<file path="src/rtl/pulse_stretcher_pkg.sv">
// Shared definitions for board-output pulse drivers: FSM encoding and a timer sizing helper.
package pulse_stretcher_pkg;

  localparam logic [1:0] ST_IDLE = 2'd0;
  localparam logic [1:0] ST_ON   = 2'd1;
  localparam logic [1:0] ST_GAP  = 2'd2;

  typedef enum logic [1:0] {
    StIdle = ST_IDLE,
    StOn   = ST_ON,
    StGap  = ST_GAP
  } state_e;

  // Bits needed to hold max(on_ticks, off_ticks) - 1, never less than one.
  function automatic int unsigned timer_width(input int unsigned on_ticks,
                                               input int unsigned off_ticks);
    int unsigned m;
    int unsigned w;
    m = (on_ticks > off_ticks) ? on_ticks : off_ticks;
    w = $clog2(m);
    return (w < 1) ? 1 : w;
  endfunction

endpackage

</file>
<file path="src/rtl/pulse_stretcher_timer.sv">
// Loadable down-counter that stops at zero, with a registered done flag (count == 0).
module pulse_timer #(
  parameter int unsigned Width = 2
) (
  input  logic             clk,
  input  logic             reset,
  input  logic             load_i,
  input  logic [Width-1:0] load_val_i,
  input  logic             dec_i,
  output logic             done_o
);

  logic [Width-1:0] count_q, count_d;
  logic             done_q;

  always_comb begin
    count_d = count_q;
    if (load_i) begin
      count_d = load_val_i;
    end else if (dec_i && (count_q != '0)) begin
      count_d = count_q - Width'(1);
    end
  end

  always_ff @(posedge clk) begin
    if (reset) begin
      count_q <= '0;
      done_q  <= 1'b1;
    end else begin
      count_q <= count_d;
      done_q  <= (count_d == '0);
    end
  end

  assign done_o = done_q;

endmodule

</file>
<file path="src/rtl/pulse_stretcher.sv">
// Stretches single-cycle event ticks into fixed-width pulses separated by a fixed low gap,
// queueing ticks that arrive mid-pulse in a saturating counter and replaying each one.
module pulse_stretcher
  import pulse_stretcher_pkg::*;
#(
  parameter int unsigned ON_TICKS  = 4,
  parameter int unsigned OFF_TICKS = 2,
  parameter int unsigned CNT_W     = 2
) (
  input  logic             clk,
  input  logic             reset,
  input  logic             tick_in,
  output logic             led_out,
  output logic             busy,
  output logic [CNT_W-1:0] pending,
  output logic             overflow
);

  localparam int unsigned TimerW = timer_width(ON_TICKS, OFF_TICKS);
  localparam logic [TimerW-1:0] OnLoad  = TimerW'(ON_TICKS - 1);
  localparam logic [TimerW-1:0] OffLoad = TimerW'(OFF_TICKS - 1);
  localparam logic [CNT_W-1:0]  PendMax = '1;

  state_e           state_q, state_d;
  logic             led_q, busy_q, overflow_q, overflow_d;
  logic [CNT_W-1:0] pending_q, pending_d;

  logic              tmr_load, tmr_dec, tmr_done;
  logic [TimerW-1:0] tmr_val;
  logic              queue_tick;

  pulse_timer #(
    .Width (TimerW)
  ) u_timer (
    .clk        (clk),
    .reset      (reset),
    .load_i     (tmr_load),
    .load_val_i (tmr_val),
    .dec_i      (tmr_dec),
    .done_o     (tmr_done)
  );

  always_comb begin
    state_d    = state_q;
    pending_d  = pending_q;
    overflow_d = overflow_q;
    tmr_load   = 1'b0;
    tmr_val    = OnLoad;
    tmr_dec    = 1'b0;
    queue_tick = 1'b0;

    unique case (state_q)
      StIdle: begin
        if (tick_in) begin
          state_d  = StOn;
          tmr_load = 1'b1;
          tmr_val  = OnLoad;
        end
      end
      StOn: begin
        queue_tick = tick_in;
        if (tmr_done) begin
          state_d  = StGap;
          tmr_load = 1'b1;
          tmr_val  = OffLoad;
        end else begin
          tmr_dec = 1'b1;
        end
      end
      StGap: begin
        if (tmr_done) begin
          if ((pending_q != '0) || tick_in) begin
            // A tick here is consumed together with one queued event: net-zero change.
            state_d   = StOn;
            tmr_load  = 1'b1;
            tmr_val   = OnLoad;
            pending_d = pending_q + CNT_W'(tick_in) - CNT_W'(1);
          end else begin
            state_d = StIdle;
          end
        end else begin
          tmr_dec    = 1'b1;
          queue_tick = tick_in;
        end
      end
      default: state_d = StIdle;
    endcase

    if (queue_tick) begin
      if (pending_q == PendMax) begin
        overflow_d = 1'b1;
      end else begin
        pending_d = pending_q + CNT_W'(1);
      end
    end
  end

  always_ff @(posedge clk) begin
    if (reset) begin
      state_q    <= StIdle;
      led_q      <= 1'b0;
      busy_q     <= 1'b0;
      pending_q  <= '0;
      overflow_q <= 1'b0;
    end else begin
      state_q    <= state_d;
      led_q      <= (state_d == StOn);
      busy_q     <= (state_d != StIdle);
      pending_q  <= pending_d;
      overflow_q <= overflow_d;
    end
  end

  assign led_out  = led_q;
  assign busy     = busy_q;
  assign pending  = pending_q;
  assign overflow = overflow_q;

endmodule

</file>
<file path="config.mk">
export PLATFORM = sky130hd
export DESIGN_NAME = pulse_stretcher
export DESIGN_NICKNAME = d
export VERILOG_FILES = /design/src/rtl/pulse_stretcher_pkg.sv /design/src/rtl/pulse_stretcher_timer.sv /design/src/rtl/pulse_stretcher.sv
export SDC_FILE = /design/constraint.sdc
export NUM_CORES = 1
export LEC_CHECK = 0
export CORE_AREA = 2 2 39 41
export DETAILED_ROUTE_END_ITERATION = 6
export DIE_AREA = 0 0 41 43
export PLACE_DENSITY = 0.8
export SYNTH_ARGS = -nofsm -noshare
export SYNTH_HDL_FRONTEND = slang
export SYNTH_SLANG_ARGS = --single-unit
</file>
<file path="constraint.sdc">
create_clock -name clk -period 2 [get_ports clk]
set_input_delay 0.3 -clock clk [delete_from_list [all_inputs] [get_ports clk]]
set_output_delay 0.3 -clock clk [all_outputs]
set_load 0.01 [all_outputs]
</file>
* Word-level counts from Yosys, hierarchy flattened
Cells that the tools add are included.
Operators by class: magnitude comparators 0, $mul 0, shift operators 0, div/mod/pow operators 0, muxes and demuxes 23, add/subtract/negate cells 4, bitwise operators 0, equality and inequality tests 4, reductions and logical operators 9
Operator list (count):
- $mux W2 | 12
- $mux W1 | 8
- $pmux W2 S3 | 1
- $reduce_bool A2 Y1 | 3
- $eq A2 B1 Y1 const B | 2
- $eq A2 B2 Y1 const B | 2
- $logic_not A2 Y1 | 2
- $sub A2 B1 Y2 const B | 2
- $pmux W1 S3 | 1
- $add A2 B1 Y2 | 1
- $add A2 B1 Y2 const B | 1
- $pmux W1 S2 | 1
- $reduce_and A2 Y1 | 1
- $reduce_or A2 Y1 | 1
- $logic_and A1 B1 Y1 | 1
- $logic_or A1 B1 Y1 | 1
Storage, ports and cells: bits in read-only memories 0, output and inout port bits 5, memories 0, bits in latches 0, RAM bits 0, register bits after elaboration 10

* Logic depth before layout (Yosys ltp)
Gate-level depths: netlist (run 1).
depth in word-level cells 7, mapped depth 6, gate-level depth less buffers 6

* By module
From an unflattened synthesis (run 1), not the netlist that was laid out.
Unflattened totals: cell total of the unflattened synthesis 78, area, all modules 700.7 um2
By module, submodules not included:
- pulse_stretcher | instances 1, area an instance 515.5 um2, cells each 60, seq. area each 140.1 um2
- pulse_timer | instances 1, area an instance 185.2 um2, cells each 18, seq. area each 60.1 um2

* Worst setup path before layout (run 1)
Ideal clock, no wire load.
path type register to register, start register state_q[1], end register u_timer.done_q (netlist: u_timer.done_o), path buffers 0, stages on the path, launching flop included 6, period minus slack after synthesis 1.600 ns, setup slack 0.400 ns, arrival 1.486 ns, path through dfxtp_1 inv_1 ha_1 nor3b_2 mux2_2 a21o_1
Between the ends: cells in the longest elaborated chain, start to end 7, elaborated cells between the ends (all ways) 11
RTL lines:
- from (decl) | line pulse_stretcher.sv:24 | state_e state_q, state_d;
- from (signal assigned) | line pulse_stretcher.sv:100 | state_q <= StIdle;
- from (signal assigned) | line pulse_stretcher.sv:106 | state_q <= state_d;
- $eq A2 B2 Y1 / $eq A2 B1 Y1 (equally long branches) | line pulse_stretcher.sv:52 | unique case (state_q)
- $reduce_or A2 Y1 (no line)
- $mux W1
- $logic_and A1 B1 Y1 | line pulse_stretcher_timer.sv:20 | end else if (dec_i && (count_q != '0)) begin
- $mux W2 | line pulse_stretcher_timer.sv:20
- $mux W2 * | line pulse_stretcher_timer.sv:18 | if (load_i) begin
- $logic_not A2 Y1 * | line pulse_stretcher_timer.sv:31 | done_q <= (count_d == '0);
- to (signal assigned) | line pulse_stretcher_timer.sv:31
- to (decl) | line pulse_stretcher_timer.sv:14 | logic done_q;
Every way passes the cells marked *; elsewhere a longest branch is shown, timed or not. A chain may end at the register's enable or synchronous reset.

* Worst setup path after layout (run 1)
start register state_q[1], end register u_timer.count_q[1]
Between the ends: cells in the longest elaborated chain, start to end 6, elaborated cells between the ends (all ways) 10
RTL lines:
- $eq A2 B2 Y1 / $eq A2 B1 Y1 (equally long branches) | line pulse_stretcher.sv:52
- $reduce_or A2 Y1 (no line)
- $mux W1
- $logic_and A1 B1 Y1 | line pulse_stretcher_timer.sv:20
- $mux W2 | line pulse_stretcher_timer.sv:20
- $mux W2 * | line pulse_stretcher_timer.sv:18
- to (signal assigned) | line pulse_stretcher_timer.sv:30 | count_q <= count_d;
- to (decl) | line pulse_stretcher_timer.sv:13 | logic [Width-1:0] count_q, count_d;
Marks and branches as above.

==> results of run 1 <==
==> cell type report <==
class	count	area share
Tap cell	16	0.0263
Clock buffer	4	0.0476
Inverter	10	0.0493
Multi-Input combinational cell	49	0.512
Timing Repair Buffer	8	0.102
Sequential cell	10	0.263
==> where the power goes <==
group / internal (mW) / switching, mW / leakage (nW) / total, mW
Clock: 0.111 / 0.0777 / 0.0210 / 0.188
Combinational: 0.0963 / 0.0968 / 0.200 / 0.193
Sequential: 0.227 / 0.0242 / 0.0825 / 0.251
==> layout by cell type (no fill, tap or decap), types with 2 or more instances in the layout <==
cell              n
inv_1            10
dfxtp_1          10
ha_1              8
clkdlybuf4s50_1   7
a21oi_1           5
o21ai_0           4
nor2_1            4
nand2_1           3
clkbuf_4          3
nand3_1           2
xnor2_1           2
and2_1            2
o21a_1            2
==> logic make-up after synthesis <==
group                    count (synthesis)  share of synthesized area
AO/OA/AOI/OAI                           19                      0.223
XOR/XNOR                                 2                     0.0274
adder cells (fa/ha/maj)                  8                      0.157
buffers and inverters                   11                     0.0763
flip-flops                              10                      0.313
multiplexers                             1                     0.0176
AND/OR/NAND/NOR                         19                      0.186
==> worst max-delay path by stage <==
| stage | start | endpoint | slack, ps | cells after the start |
|---|---|---|---|---|
| 2_1_floorplan | state_q[1] | u_timer.done_o | 400 | 5 |
| 3_3_place_gp | tick_in | pending[0] | 280 | 5 |
| 3_5_place_dp | tick_in | pending[0] | 240 | 5 |
| 4_1_cts | state_q[1] | u_timer.count_q[1] | 240 | 6 |
| 5_1_grt | state_q[1] | u_timer.count_q[1] | 120 | 6 |
| 6_report | state_q[1] | u_timer.count_q[1] | 250 | 6 |
==> sequential cells by signal, indices dropped and copies added (netlist names) <==
signal / count
u_timer.count_q: 2
pending: 2
u_timer.done_o: 1
state_q: 2
busy: 1
led_out: 1
overflow: 1
==> through the flow <==
step           instances  hold slack, ps  total power [mW]  utilization
2_1_floorplan         70             369             0.399            -
3_3_place_gp          93             436             0.442        0.524
3_5_place_dp          93             444             0.449        0.524
4_1_cts               97             454             0.637        0.551
5_1_grt               97             486             0.677        0.551
6_report              97             448             0.633        0.551
==> metal layers <==
layer	vias up	GRT usage	part of all wire
met2	9	0.269	0.46
met3	4	0.0524	0.038
met1	235	0.230	0.47
met5	-	0	0
li1	262	-	-
met4	0	0.120	0.024
==> worst min-delay path, cell delays in order (launching register included) <==
cell	delay, ps
dfxtp_1	310
inv_1	40
a21oi_1	50
==> key figures, run 1 <==
Run status
  – Outcome: finished clean

Floorplanning
  – Num rows: 14
  – Starting Density: 0.462
  – Core ar.: 0.00138 mm²
  – # IOs: 8
  – Area of the die: 0.00176 mm²
  – Die span in x: 41 µm
  – Die extent in y: 43 µm

Clocking
  – Clk pin slew, worst setup/hold paths: 70 ps
  – Setup Buffers After CTS: 0
  – CTS tree: built
  – CTS root buf: clkbuf_4
  – Htree depth: 1
  – CTS max path bufs: 2
  – Post-cts gate resize count: 0
  – Clock buffer count from CTS: 3
  – Hold-fix buffers at CTS: 0
  – Clock sink count: 10
  – Clock Latency Late Sink: 270 ps

Logic synthesis
  – Leading area contributor after synthesis: dfxtp_1
  – Post-synth top cells: 10 x dfxtp_1, 10 x inv_1, 8 x ha_1
  – Mapped cell area: 639 µm²
  – Dominant cells by area after synthesis: dfxtp_1 31%, ha_1 16%, inv_1 5.9%, o2111ai_4 4.1%, a21oi_1 3.9%
  – Register area share after synthesis: 0.313
  – Ys async rst share: 0
  – Synth Register Bits: 10
  – Post-Synthesis Cells: 70
  – Syn avg cell area: 9.13 µm²
  – Yosys warns: 0
  – EDFF count, synth: 0
  – Top FF cell, synth: dfxtp_1
  – Synth top area share: 0.313
  – Yosys cell types: 29
  – Syn_nets: 81

Critical path
  – Buf+Inv Stages, Crit Path: 1
  – Critical Path AT: 1950 ps
  – Critical path launch point type: flip-flop
  – Length in cells of the worst reg-to-reg path: 6
  – Reg2reg setup slack: 250 ps
  – Terminus of the critical flop-to-flop path: u_timer.count_q[1]
  – Worst endpoint required time: 2200 ps
  – Worst r2r src: state_q[1]
  – Slowest stage cell, crit path: mux2_2
  – Crit path capture type: flip-flop
  – Crit-path max FO: 4
  – Critical path's largest stage delay: 380 ps
  – CP Class: flip-flop to flip-flop
  – Crit-path cells: inv_1, ha_1, nor3b_2, mux2_2, o21a_1, nor3_1
  – CP top delay family: simple AND/OR/NAND/NOR gates

GRT
  – GRT Total Usage: 0.186
  – GRT Residual Overflow: 0
  – Vias in the first global route: 510
  – Initial antenna violation count: 0
  – Largest net degree at the start of global routing: 11
  – First-pass GRT wire length: 2180 µm

Finish
  – Share of post-route cells with drive strength above 1: 0.136
  – Cell area after layout: 762 µm²
  – ANT cells: 0
  – Syn-to-layout area delta: 19.2%
  – Filler cells: 126
  – Sequential Area: 200 µm²
  – Multi-input gate area: 390 µm²
  – Final #Nets: 93

Power
  – Power per cell area: 831 mW/mm²
  – Max IR drop VDD: 0.000446 V
  – Lkg Pwr: 0.303 nW

Worst hold path
  – Hold depth: 2
  – Hold WC Path Type: flip-flop to flip-flop
  – Hold path endpoint: overflow
  – Worst hold start: overflow

STA
  – Worst-margin pin slew: 375 ps
  – Final hold vios: 0
  – Max_slew headroom: 0.750
  – Max Slew Vio Count: 0
  – Final clock skew: 4.19 ps
  – Setup violations, final: 0
  – Setup TNS: 0 ps
  – Setup ws final: 247 ps
  – Fin crit period: 1750 ps
  – RSZ-0062 raised after global routing: no
  – Final Cycle Share: 0.876
  – Fmax: 0.570 GHz

Routing
  – Final WL: 1150 µm
  – DR WL/cell: 11.8 µm
  – Routed vias: 510
  – DR vias/cell: 5.26
  – Number of iterations in the first detailed-routing pass: 4
  – DR iter-0 viols: 6
  – DRC: 0
  – Routed Antenna Nets: 0

Place
  – Dpl ws: 241 ps
  – Detail Placement HPWL: 898 µm
  – DP Area: 726 µm²
  – IO buf count: 7
  – Final GP Congestion: 0.749

Job
  – Max-cap violations: 0
Power figures use the tool's default switching activity.
==> run 2: changes to the inputs <==
--- a/config.mk
+++ b/config.mk
@@ -5,10 +5,10 @@
 export SDC_FILE = /design/constraint.sdc
 export NUM_CORES = 1
 export LEC_CHECK = 0
-export CORE_AREA = 2 2 39 41
+export CORE_MARGIN = 2
+export CORE_UTILIZATION = 25
 export DETAILED_ROUTE_END_ITERATION = 6
-export DIE_AREA = 0 0 41 43
-export PLACE_DENSITY = 0.8
+export PLACE_DENSITY = 0.51
 export SYNTH_ARGS = -nofsm -noshare
 export SYNTH_HDL_FRONTEND = slang
 export SYNTH_SLANG_ARGS = --single-unit
==> key figures, run 2 (same netlist as run 1, synthesis figures left out) <==
Routing
  – Routed Antenna Nets: 0 (unchanged)
  – Final WL: 1100 µm (-3.8%)
  – DR vias/cell: 4.61 (-12%)
  – DRC: 0 (unchanged)
  – DR iter-0 viols: 8 (+2)
  – Number of iterations in the first detailed-routing pass: 4 (unchanged)
  – Routed vias: 512 (+0.39%)
  – DR WL/cell: 9.94 µm (-16%)

STA
  – Final hold vios: 0 (unchanged)
  – Final clock skew: 0.344 ps (-3.85 ps)
  – Max_slew headroom: 0.763 (+0.0129)
  – Worst-margin pin slew: 355 ps (-19.3 ps)
  – Fin crit period: 1760 ps (+6.11 ps)
  – Setup ws final: 241 ps (-6.11 ps)
  – Setup TNS: 0 ps (unchanged)
  – Fmax: 0.568 GHz (-0.35%)
  – Hold WS: 472 ps (+24.0 ps)
  – RSZ-0062 raised after global routing: no
  – Final Cycle Share: 0.880 (+0.00305)
  – Setup violations, final: 0 (unchanged)
  – Max Slew Vio Count: 0 (unchanged)

Power
  – Max IR drop VDD: 0.000424 V (-5.1%)
  – Power per cell area: 797 mW/mm² (-4.1%)
  – Lkg Pwr: 0.303 nW (unchanged)
  – Design Power: 621 µW (-1.9%)

Place
  – Detail Placement HPWL: 865 µm (-3.7%)
  – IO buf count: 7 (unchanged)
  – Final GP Congestion: 0.687 (-8.2%)
  – DP Area: 743 µm² (+2.4%)
  – Cell Count Post-Placement: 107 (+15%)
  – Dpl ws: 239 ps (-2.13 ps)

Clocking
  – Clock Latency Late Sink: 260 ps (about the same)
  – Clk pin slew, worst setup/hold paths: 60 ps (about the same)
  – Clock sink count: 10 (unchanged)
  – Hold-fix buffers at CTS: 0 (unchanged)
  – Post-cts gate resize count: 0 (unchanged)
  – CTS max path bufs: 2 (unchanged)
  – Setup Buffers After CTS: 0 (unchanged)
  – CTS tree: built
  – Clock buffer count from CTS: 3 (unchanged)
  – CTS root buf: clkbuf_4
  – Htree depth: 1 (unchanged)

Critical path
  – Critical Path AT: 1950 ps (about the same)
  – Critical path's largest stage delay: 380 ps (about the same)
  – Slowest stage cell, crit path: dfxtp_1
  – CP Class: flip-flop to flip-flop
  – Crit-path max FO: 7 (+3)
  – Critical path launch point type: flip-flop
  – Crit path capture type: flip-flop
  – Crit-path cells: inv_1, ha_1, nor2b_4, o2111ai_4, or3b_1, a31oi_1
  – Worst endpoint required time: 2190 ps (about the same)

Finish
  – ANT cells: 0 (unchanged)
  – Share of post-route cells with drive strength above 1: 0.136 (unchanged)
  – Most frequent cells in the layout: 10 x inv_1, 10 x dfxtp_1, 8 x ha_1, 7 x clkdlybuf4s50_1, 5 x a21oi_1
  – Filler cells: 245 (+94%)
  – Final cell count without fillers: 111 (+14%)
  – Final #Nets: 93 (unchanged)
  – Cell area after layout: 779 µm² (+2.3%)
  – Final design utilization: 0.318 (-0.233)
  – Syn-to-layout area delta: 21.9%

GRT
  – GRT Total Usage: 0.0938 (-0.0923)
  – GRT Residual Overflow: 0 (unchanged)
  – First-pass GRT wire length: 2000 µm (-8.2%)
  – Initial antenna violation count: 0 (unchanged)
  – Largest net degree at the start of global routing: 11 (unchanged)
  – Vias in the first global route: 462 (-9.4%)

Floorplanning
  – Starting Density: 0.260 (-0.202)
  – Die span in x: 54.6 µm (+33%)
  – Area of the die: 0.00298 mm² (+69%)
  – Core ar.: 0.00245 mm² (+77%)
  – Die extent in y: 54.6 µm (+27%)
  – Num rows: 18 (+4)
  – # IOs: 8 (unchanged)

Run status
  – Outcome: finished clean

Job
  – Max-cap violations: 0 (unchanged)

Worst hold path
  – Hold WC Path Type: flip-flop to flip-flop
[run 2: worst paths after layout]
path | start | endpoint | cells past startpoint | slack, ps
setup / recovery | state_q[0] | pending[0] | 6 | 240
hold reg to reg | overflow | overflow | 2 | 470
hold / removal | overflow | overflow | 2 | 470
setup reg to reg | state_q[0] | pending[0] | 6 | 240
[run 2: power breakdown]
part	leakage [nW]	switching, mW	internal [mW]
combinational	0.200	0.0947	0.0954
sequential	0.0825	0.0242	0.227
clock	0.0210	0.0690	0.111
total	0.303	0.188	0.433
[run 2: layer usage]
layer | wire length (µm) | global-route usage
met1 | 540 | 0.117
met2 | 503 | 0.139
met3 | 31 | 0.0273
met4 | 28 | 0.0625
met5 | 0 | 0
[run 2: worst max-delay path, delay by kind of cell (launching register included)]
| kind | cells | cell delay [ps] |
|---|---|---|
| AOI/OAI and AO/OA | 2 | 400 |
| adders and majority gates | 1 | 280 |
| buffers and inverters | 1 | 80 |
| DFF | 1 | 380 |
| and+or+nand+nor | 2 | 540 |
[run 2: cell type report]
class	count	area, µm²	area share
Timing Repair Buffer	8	77.6	0.0995
Inverter	10	37.5	0.0482
Multi-Input combinational cell	49	390	0.501
Clock buffer	4	36.3	0.0465
Sequential cell	10	200	0.257
Tap cell	30	37.5	0.0482
